**src/rtl/img_stream_loader.sv**
```systemverilog
// img_stream_loader
//   Front-end image loader for the VGA display path. Takes an RGB332 pixel
//   byte stream over a valid/ready handshake and writes exactly one
//   IMG_W x IMG_H frame into the image memory write port in raster order,
//   so that the display can read pixel (h,v) at address v*IMG_W+h.
//
//   Ports
//     CLK        system clock, posedge
//     RSTN       synchronous reset, active HIGH despite the name
//     START      arm a frame load (only honoured in IDLE)
//     S_VALID/S_READY/S_DATA/S_SOF   pixel stream, S_SOF marks pixel 0
//     MEM_WE/MEM_ADDR/MEM_WDATA      registered memory write port
//     BUSY       waiting for SOF or loading
//     DONE       one-cycle pulse, coincides with the last write
//     ERR_SOF    sticky: SOF arrived mid-frame; cleared by START or reset
//
//   Optional build macro DOUBLE_BUFFER_EN: MEM_ADDR grows by one MSB that
//   selects the write bank, and DISP_BANK tells the display which bank
//   holds the most recently completed frame.
module img_stream_loader #(
  parameter int IMG_W  = 256,
  parameter int IMG_H  = 256,
  parameter int ADDR_W = 16,
  parameter int PIX_W  = 8
) (
  input  logic              CLK,
  input  logic              RSTN,
  input  logic              START,
  input  logic              S_VALID,
  output logic              S_READY,
  input  logic [PIX_W-1:0]  S_DATA,
  input  logic              S_SOF,
  output logic              MEM_WE,
`ifdef DOUBLE_BUFFER_EN
  output logic [ADDR_W:0]   MEM_ADDR,
  output logic              DISP_BANK,
`else
  output logic [ADDR_W-1:0] MEM_ADDR,
`endif
  output logic [PIX_W-1:0]  MEM_WDATA,
  output logic              BUSY,
  output logic              DONE,
  output logic              ERR_SOF
);

  localparam int COL_W = (IMG_W > 1) ? $clog2(IMG_W) : 1;
  localparam int ROW_W = (IMG_H > 1) ? $clog2(IMG_H) : 1;
  localparam logic [COL_W-1:0] COL_LAST = COL_W'(IMG_W - 1);
  localparam logic [ROW_W-1:0] ROW_LAST = ROW_W'(IMG_H - 1);

  typedef enum logic [1:0] {IDLE, WAIT_SOF, LOAD, DONE_ST} state_t;

  state_t state, state_nx;

  logic [COL_W-1:0]  col, eff_col, col_nx;
  logic [ROW_W-1:0]  row, eff_row, row_nx;
  logic [ADDR_W-1:0] addr, eff_addr, addr_nx;
  logic              accept, restart, pix_acc, last, mid_sof;
`ifdef DOUBLE_BUFFER_EN
  logic              wr_bank;
`endif

  assign accept  = S_VALID & S_READY;
  // Pixel 0 either comes from WAIT_SOF or from any SOF beat in LOAD; in both
  // cases the beat is placed at (0,0) regardless of the running counters.
  assign restart = (state == WAIT_SOF) | S_SOF;
  // In WAIT_SOF only the SOF beat is a pixel; non-SOF beats are drained.
  assign pix_acc = accept & ((state == LOAD) | S_SOF);
  assign mid_sof = accept & (state == LOAD) & S_SOF &
                   ((col != '0) | (row != '0));

  assign eff_col  = restart ? '0 : col;
  assign eff_row  = restart ? '0 : row;
  assign eff_addr = restart ? '0 : addr;
  assign last     = (eff_col == COL_LAST) & (eff_row == ROW_LAST);

  // Position of the next pixel; the address runs as its own counter so no
  // row*IMG_W multiply is needed. Counters park at zero after the last pixel.
  always_comb begin
    col_nx  = eff_col + COL_W'(1);
    row_nx  = eff_row;
    addr_nx = eff_addr + ADDR_W'(1);
    if (eff_col == COL_LAST) begin
      col_nx = '0;
      row_nx = eff_row + ROW_W'(1);
    end
    if (last) begin
      col_nx  = '0;
      row_nx  = '0;
      addr_nx = '0;
    end
  end

  // FSM: state register
  always_ff @(posedge CLK) begin
    if (RSTN) state <= IDLE;
    else      state <= state_nx;
  end

  // FSM: next state
  always_comb begin
    state_nx = state;
    unique case (state)
      IDLE:           if (START) state_nx = WAIT_SOF;
      WAIT_SOF, LOAD: if (pix_acc) state_nx = last ? DONE_ST : LOAD;
      DONE_ST:        state_nx = IDLE;
      default:        state_nx = IDLE;
    endcase
  end

  // FSM: outputs (S_READY is a pure function of state, never of S_VALID)
  always_comb begin
    S_READY = 1'b0;
    BUSY    = 1'b0;
    DONE    = 1'b0;
    unique case (state)
      WAIT_SOF, LOAD: begin
        S_READY = 1'b1;
        BUSY    = 1'b1;
      end
      DONE_ST: DONE = 1'b1;
      default: ;
    endcase
  end

  // Datapath: registered write port, position counters, error flag, banks.
  always_ff @(posedge CLK) begin
    if (RSTN) begin
      MEM_WE    <= 1'b0;
      MEM_ADDR  <= '0;
      MEM_WDATA <= '0;
      ERR_SOF   <= 1'b0;
      col       <= '0;
      row       <= '0;
      addr      <= '0;
`ifdef DOUBLE_BUFFER_EN
      wr_bank   <= 1'b0;
      DISP_BANK <= 1'b1;
`endif
    end else begin
      MEM_WE <= pix_acc;
      if (pix_acc) begin
`ifdef DOUBLE_BUFFER_EN
        MEM_ADDR <= {wr_bank, eff_addr};
`else
        MEM_ADDR <= eff_addr;
`endif
        MEM_WDATA <= S_DATA;
        col       <= col_nx;
        row       <= row_nx;
        addr      <= addr_nx;
      end
      if ((state == IDLE) && START) ERR_SOF <= 1'b0;
      else if (mid_sof)             ERR_SOF <= 1'b1;
`ifdef DOUBLE_BUFFER_EN
      // Swap at the end of DONE_ST, after the last write has been issued, so
      // the display never points at a bank that is still being written.
      if (state == DONE_ST) begin
        wr_bank   <= ~wr_bank;
        DISP_BANK <= wr_bank;
      end
`endif
    end
  end

endmodule

```
**config.mk**
```make
export PLATFORM = sky130hd
export DESIGN_NAME = img_stream_loader
export DESIGN_NICKNAME = d
export VERILOG_FILES = /design/src/rtl/img_stream_loader.sv
export SDC_FILE = /design/constraint.sdc
export NUM_CORES = 1
export LEC_CHECK = 0
export ABC_CLOCK_PERIOD_IN_PS = 7590
export BUFFER_PORTS_ARGS = -buffer_cell sky130_fd_sc_hd__buf_4
export CAP_MARGIN = 10
export CORE_ASPECT_RATIO = 1.2
export CORE_UTILIZATION = 31
export CTS_BUF_LIST = sky130_fd_sc_hd__clkbuf_4
export CTS_CLUSTER_DIAMETER = 40
export DETAILED_ROUTE_END_ITERATION = 8
export REMOVE_ABC_BUFFERS = 1
export SLEW_MARGIN = 20
export SYNTH_ARGS = -nofsm -noshare
export SYNTH_HDL_FRONTEND = slang
export SYNTH_SLANG_ARGS = --single-unit
```
**constraint.sdc**
```tcl
create_clock -name CLK -period 7.59 [get_ports CLK]
set_input_delay 1.518 -clock CLK [delete_from_list [all_inputs] [get_ports CLK]]
set_output_delay 1.518 -clock CLK [all_outputs]
set_load 0.01 [all_outputs]
```
==> results of run 1 <==
## layout by cell type, fill, tap and decap left out, types with 7 or more instances in the layout
| master | instances |
|---|---|
| nand3_1 | 32 |
| buf_4 | 43 |
| clkbuf_4 | 11 |
| nor3_1 | 8 |
| dfxtp_1 | 60 |
| nand2_1 | 58 |
| o21ai_0 | 17 |
| and3_1 | 7 |
| a21oi_1 | 42 |
| a311oi_1 | 12 |
| nor2_1 | 17 |
| ha_1 | 7 |
## state kept, by name, summed over array words and instances (netlist names)
name	cells
col	8
MEM_WDATA	8
ERR_SOF	1
MEM_ADDR	16
row	8
state	2
MEM_WE	1
addr	16
## power by group
part	switching, W	leakage [nW]	internal [W]
combinational	0.0000866	0.619	0.0000466
clock	0.000119	0.0845	0.000139
sequential	0.00000580	0.484	0.000322
total	0.000211	1.19	0.000508
## path summary, 6_finish.rpt
check	from	to	slack, ns	cells after the start
hold / removal	MEM_ADDR[11]	MEM_ADDR[11]	0.46	2
setup / recovery	S_SOF	state[0]	3.65	9
hold reg to reg	MEM_ADDR[11]	MEM_ADDR[11]	0.46	2
setup reg to reg	state[1]	state[0]	4.19	10
## worst reg2reg max path, cell delays in order (launching register included)
cell and delay [ns]:
dfxtp_1 0.39, inv_1 0.08, ha_1 0.25, nor2_4 0.66
and2_1 0.26, ha_1 0.20, nand3_2 0.16, nor2_2 0.54
nand3_1 0.24, mux2_2 0.34, a211oi_1 0.21
## kinds of logic (layout without fill, tap and decap cells)
family          Yosys count  after routing  share of synthesized area, %
buf+inv                  32             63                          4.99
compound gates           95             95                          20.5
xor+xnor                  1              1                         0.296
simple gates            167            167                          29.6
fa+ha+maj                 7              7                          2.96
mux                       3              3                          1.06
flops                    60             60                          40.6
## final cells by class
cell class | instances | area share [%]
Tap cell | 120 | 4.33
Clock inverter | 5 | 2.20
Timing Repair Buffer | 43 | 9.31
Inverter | 4 | 0.433
Sequential cell | 60 | 34.7
Clock buffer | 11 | 2.38
Multi-Input combinational cell | 273 | 46.7
## per-layer routing
layer / GRT usage (%) / vias up / wire (um)
li1: - / 1385 / -
met1: 18.6 / 1301 / 3220
met5: 0 / - / 0
met2: 24.9 / 59 / 3400
met4: 8.05 / 0 / 102
met3: 2.93 / 7 / 331
## through the flow
stage               setup WS [ns]  cells  total power (W)  utilization [%]
floorplan                    3.97    337         0.000417                -
global placement             3.35    500         0.000468             36.0
detailed placement           3.24    500         0.000470             36.0
CTS                          3.68    516         0.000729             37.8
global route                 3.44    516         0.000761             37.8
finish                       3.65    516         0.000720             37.8
==> impl_metrics.env, run 1 <==
export IMPL_skew_ns=0.00499
export IMPL_multi_input_area_um2=1620
export IMPL_antenna_left=0
export IMPL_synth_area_per_cell_um2=8.10
export IMPL_end_kind="register"
export IMPL_crit_family="simple AND/OR/NAND/NOR gates"
export IMPL_synth_enable_flop_cells=0
export IMPL_yosysSeqAreaShare_pct=40.6
export IMPL_num_vias=2752
export IMPL_drive_gt1_share_pct=17.9
export IMPL_synthArstFlopShare_pct=0
export IMPL_io_buffers=41
export IMPL_drc=0
export IMPL_nFillCells=968
export IMPL_powerDensity_nw_per_um2=208
export IMPL_critPathMaxFanout=37
export IMPL_final_hold_viol_count=0
export IMPL_netlist_top_cells_area="dfxtp_1 41%, nand2_1 7.4%, a21oi_1 7.1%"
export IMPL_die_h_um=109
export IMPL_ys_ff_latch=60
export IMPL_drt_pass1_iter_count=4
export IMPL_status="finished, final reports clean"
export IMPL_io_pin_count=42
export IMPL_dieArea_um2=9940
export IMPL_hold_path_class="register to register"
export IMPL_crit_chain="buf_4, nor2_4, and2_1, ha_1, nand3_2, nor2_2, nand3_1, mux2_2, a211oi_1"
export IMPL_design_area_um2=3470
export IMPL_wl_per_cell_um=13.7
export IMPL_avgViaCountPerCell=5.33
export IMPL_cts_tree="yes"
export IMPL_grt_pass1_vias=2561
export IMPL_yosysMostFrequentCell="dfxtp_1"
export IMPL_die_w_um=91.2
export IMPL_holdWs_ns=0.457
export IMPL_cts_root_buf="clkbuf_4"
export IMPL_clockBufferDepth=2
export IMPL_cts_sinks=60
export IMPL_core_um2=9180
export IMPL_cp_required_ns=7.92
export IMPL_worstMarginPinSlew_ns=0.842
export IMPL_htreeDepth=3
export IMPL_gp_congestion=0.842
export IMPL_n_antenna_cell=0
export IMPL_rows=38
export IMPL_p_leak_nw=1.19
export IMPL_clk_latency_ns=0.41
export IMPL_synth_top_area_share_pct=40.6
export IMPL_start_util_pct=32.2
export IMPL_cts_buffers=9
export IMPL_synthTopCellsByCount="60 x dfxtp_1, 58 x nand2_1, 42 x a21oi_1, 32 x nand3_1"
export IMPL_synth_area_um2=2960
export IMPL_cap_violations=0
export IMPL_synth_top_area_cell="dfxtp_1"
export IMPL_synthFlopType="dfxtp_1"
export IMPL_first_iter_violations=122
export IMPL_grt_usage_pct=15.0
export IMPL_vdd_drop_max_v=0.000152
export IMPL_dpl_instance_area_um2=3310
export IMPL_ff_latch_area_um2=1200
export IMPL_rsz0062_at_grt="false"
export IMPL_relSlewSlack_pct=43.7
export IMPL_slowest_delay_ns=0.66
export IMPL_startpoint_type="primary input"
export IMPL_setup_worst_path_class="primary input to register"
export IMPL_setup_violations_final=0
export IMPL_antenna_found_initial=0
export IMPL_post_cts_resized=0
export IMPL_finalCritPeriodShare_pct=52.0
export IMPL_grt_pass1_wl_um=11900
export IMPL_drv_slew=0
export IMPL_period_needed_ns=3.94
export IMPL_layout_nets=411
export IMPL_yosys_warnings=0
export IMPL_post_cts_buffers=0
export IMPL_drt_total_wl_um=7060
export IMPL_grt_max_degree=62
export IMPL_overflow=0
export IMPL_holdBufCountCts=0
export IMPL_clk_pin_slew_ns=0.10
export IMPL_max_freq_mhz=253
export IMPL_cp_num_buf_inv=1
export IMPL_synthCells=365
export IMPL_arrival_ns=4.28
export IMPL_finalSetupTns_ns=0
export IMPL_area_delta_synth_final_pct=17.2
export IMPL_ys_types=50
export IMPL_crit_path_top_delay_cell="nor2_4"
export IMPL_dp_hpwl_um=4420
Note: power is estimated with default switching activity, not from simulation.
==> run 2, diff against run 1 <==
- ABC_CLOCK_PERIOD_IN_PS: 7590 -> 3500
- clock period: 7.59 -> 3.5 ns (I/O delays scaled with it)
==> run 2 against run 1 <==
Effect of this change: clock skew grew 0.014 ns; via count grew 1.3%; cell count grew 0.39%; setup slack lost 3.0 ns; first-iteration DRC count grew 22%.
==> impl_metrics.env, run 2 (synthesized netlist as in run 1, its figures left out) <==
export IMPL_antenna_left=0
export IMPL_finalSetupTns_ns=0
export IMPL_grt_use_met2_pct=24.4
export IMPL_design_area_um2=3470
export IMPL_drt_total_wl_um=7180
export IMPL_first_iter_violations=149
export IMPL_core_um2=9180
export IMPL_io_buffers=41
export IMPL_dp_hpwl_um=4520
export IMPL_grt_usage_pct=15.3
export IMPL_cts_buffers=9
export IMPL_gp_congestion=0.878
export IMPL_wl_per_cell_um=13.9
export IMPL_clockBufferDepth=2
export IMPL_grt_pass1_vias=2488
export IMPL_p_clk_share_pct=33.5
export IMPL_overflow=0
export IMPL_vdd_drop_max_v=0.000199
export IMPL_setup_worst_path_class="register to register"
export IMPL_clk_pin_slew_ns=0.11
export IMPL_startpoint_type="register"
export IMPL_htreeDepth=3
export IMPL_rows=38
export IMPL_grt_pass1_wl_um=12200
export IMPL_final_hold_viol_count=0
export IMPL_io_pin_count=42
export IMPL_critPathMaxFanout=23
export IMPL_cp_num_buf_inv=3
export IMPL_holdBufCountCts=0
export IMPL_num_vias=2787
export IMPL_switching_share_pct=32.3
export IMPL_cts_tree="yes"
export IMPL_hold_path_class="register to register"
export IMPL_setup_violations_final=0
export IMPL_relSlewSlack_pct=49.7
export IMPL_pwr_share_seq_pct=47.1
export IMPL_die_h_um=109
export IMPL_crit_family="simple AND/OR/NAND/NOR gates"
export IMPL_arrival_ns=3.17
export IMPL_max_freq_mhz=346
export IMPL_cap_violations=0
export IMPL_drv_slew=0
export IMPL_post_cts_resized=0
export IMPL_busiest_layer="met2"
export IMPL_comb_power_share_pct=19.4
export IMPL_drt_pass1_iter_count=4
export IMPL_postLayoutCoreUtil_pct=37.8
export IMPL_drive_gt1_share_pct=18.6
export IMPL_layout_nets=413
export IMPL_period_needed_ns=2.89
export IMPL_antenna_found_initial=0
export IMPL_start_util_pct=32.2
export IMPL_clk_latency_ns=0.43
export IMPL_rsz0062_at_grt="false"
export IMPL_cts_sinks=60
export IMPL_grtUsageMet1_pct=20.0
export IMPL_worstMarginPinSlew_ns=0.752
export IMPL_power_w=0.00151
export IMPL_final_common_cell="dfxtp_1"
export IMPL_cts_root_buf="clkbuf_4"
export IMPL_post_cts_buffers=0
export IMPL_n_antenna_cell=0
export IMPL_switchingPower_w=0.000489
export IMPL_grt_max_degree=62
export IMPL_finalCritPeriodShare_pct=82.6
export IMPL_top_regs="MEM_ADDR: 16 flops, addr: 16 flops"
export IMPL_end_kind="register"
export IMPL_intPower_w=0.00102
export IMPL_area_delta_synth_final_pct=17.2
export IMPL_holdWs_ns=0.456
export IMPL_cp_required_ns=3.78
export IMPL_status="finished, final reports clean"
export IMPL_drc=0
export IMPL_grt_util_met3_pct=3.70
export IMPL_skew_ns=0.0194
export IMPL_dieArea_um2=9940
export IMPL_crit_path_top_delay_cell="nor3_1"
export IMPL_layout_common_cells="60 x dfxtp_1, 58 x nand2_1, 45 x buf_4"
export IMPL_powerDensity_nw_per_um2=436
export IMPL_crit_chain="inv_1, ha_1, nor2_4, buf_4, nand2_1, inv_1, ha_1, nand4_1, nor3_1, a211oi_1, o21ai_0, a21oi_1"
export IMPL_slowest_delay_ns=0.44
export IMPL_avgViaCountPerCell=5.38
export IMPL_die_w_um=91.2
export IMPL_dpl_instance_area_um2=3320
export IMPL_p_leak_nw=1.19
-- run 2: final timing paths --
path	startpoint	endpoint	slack, ns	cells past startpoint
min reg2reg	MEM_ADDR[15]	MEM_ADDR[15]	0.46	2
min	MEM_ADDR[15]	MEM_ADDR[15]	0.46	2
max	state[1]	addr[14]	0.61	12
max reg2reg	state[1]	addr[14]	0.61	12
-- run 2: cell type report --
cell class | count | area (um2)
Tap cell | 120 | 150
Clock buffer | 9 | 67.6
Inverter | 4 | 15.0
Timing Repair Buffer | 45 | 338
Sequential cell | 60 | 1200
Fill cell | 963 | 5710
Multi-Input combinational cell | 273 | 1620
Clock inverter | 7 | 76.3
-- run 2: metal layers --
metal,part of all wire [%],vias up
li1,-,1396
met1,47,1322
met2,47,62
met3,4.3,7
met4,1.4,0
met5,0,-
-- run 2: power by group through the flow --
| stage | Combinational, W | Sequential [W] | Clock, W |
|---|---|---|---|
| floorplan | 0.000177 | 0.000728 | 0 |
| global placement | 0.000292 | 0.000727 | 0 |
| detailed placement | 0.000296 | 0.000727 | 0 |
| CTS | 0.000298 | 0.000712 | 0.000525 |
| global route | 0.000327 | 0.000716 | 0.000556 |
| finish | 0.000294 | 0.000712 | 0.000506 |
-- run 2: worst min-delay path, delay by kind of cell (launching register included) --
kind            cells  cell delay, ns
flops               1            0.32
compound gates      1            0.05
simple gates        1            0.05
-- run 2: stage by stage --
step / std cells / worst slack [ns]
global placement: 502 / 0.579
finish: 518 / 0.609
floorplan: 337 / 0.698
detailed placement: 502 / 0.495
global route: 518 / 0.272
CTS: 518 / 0.611
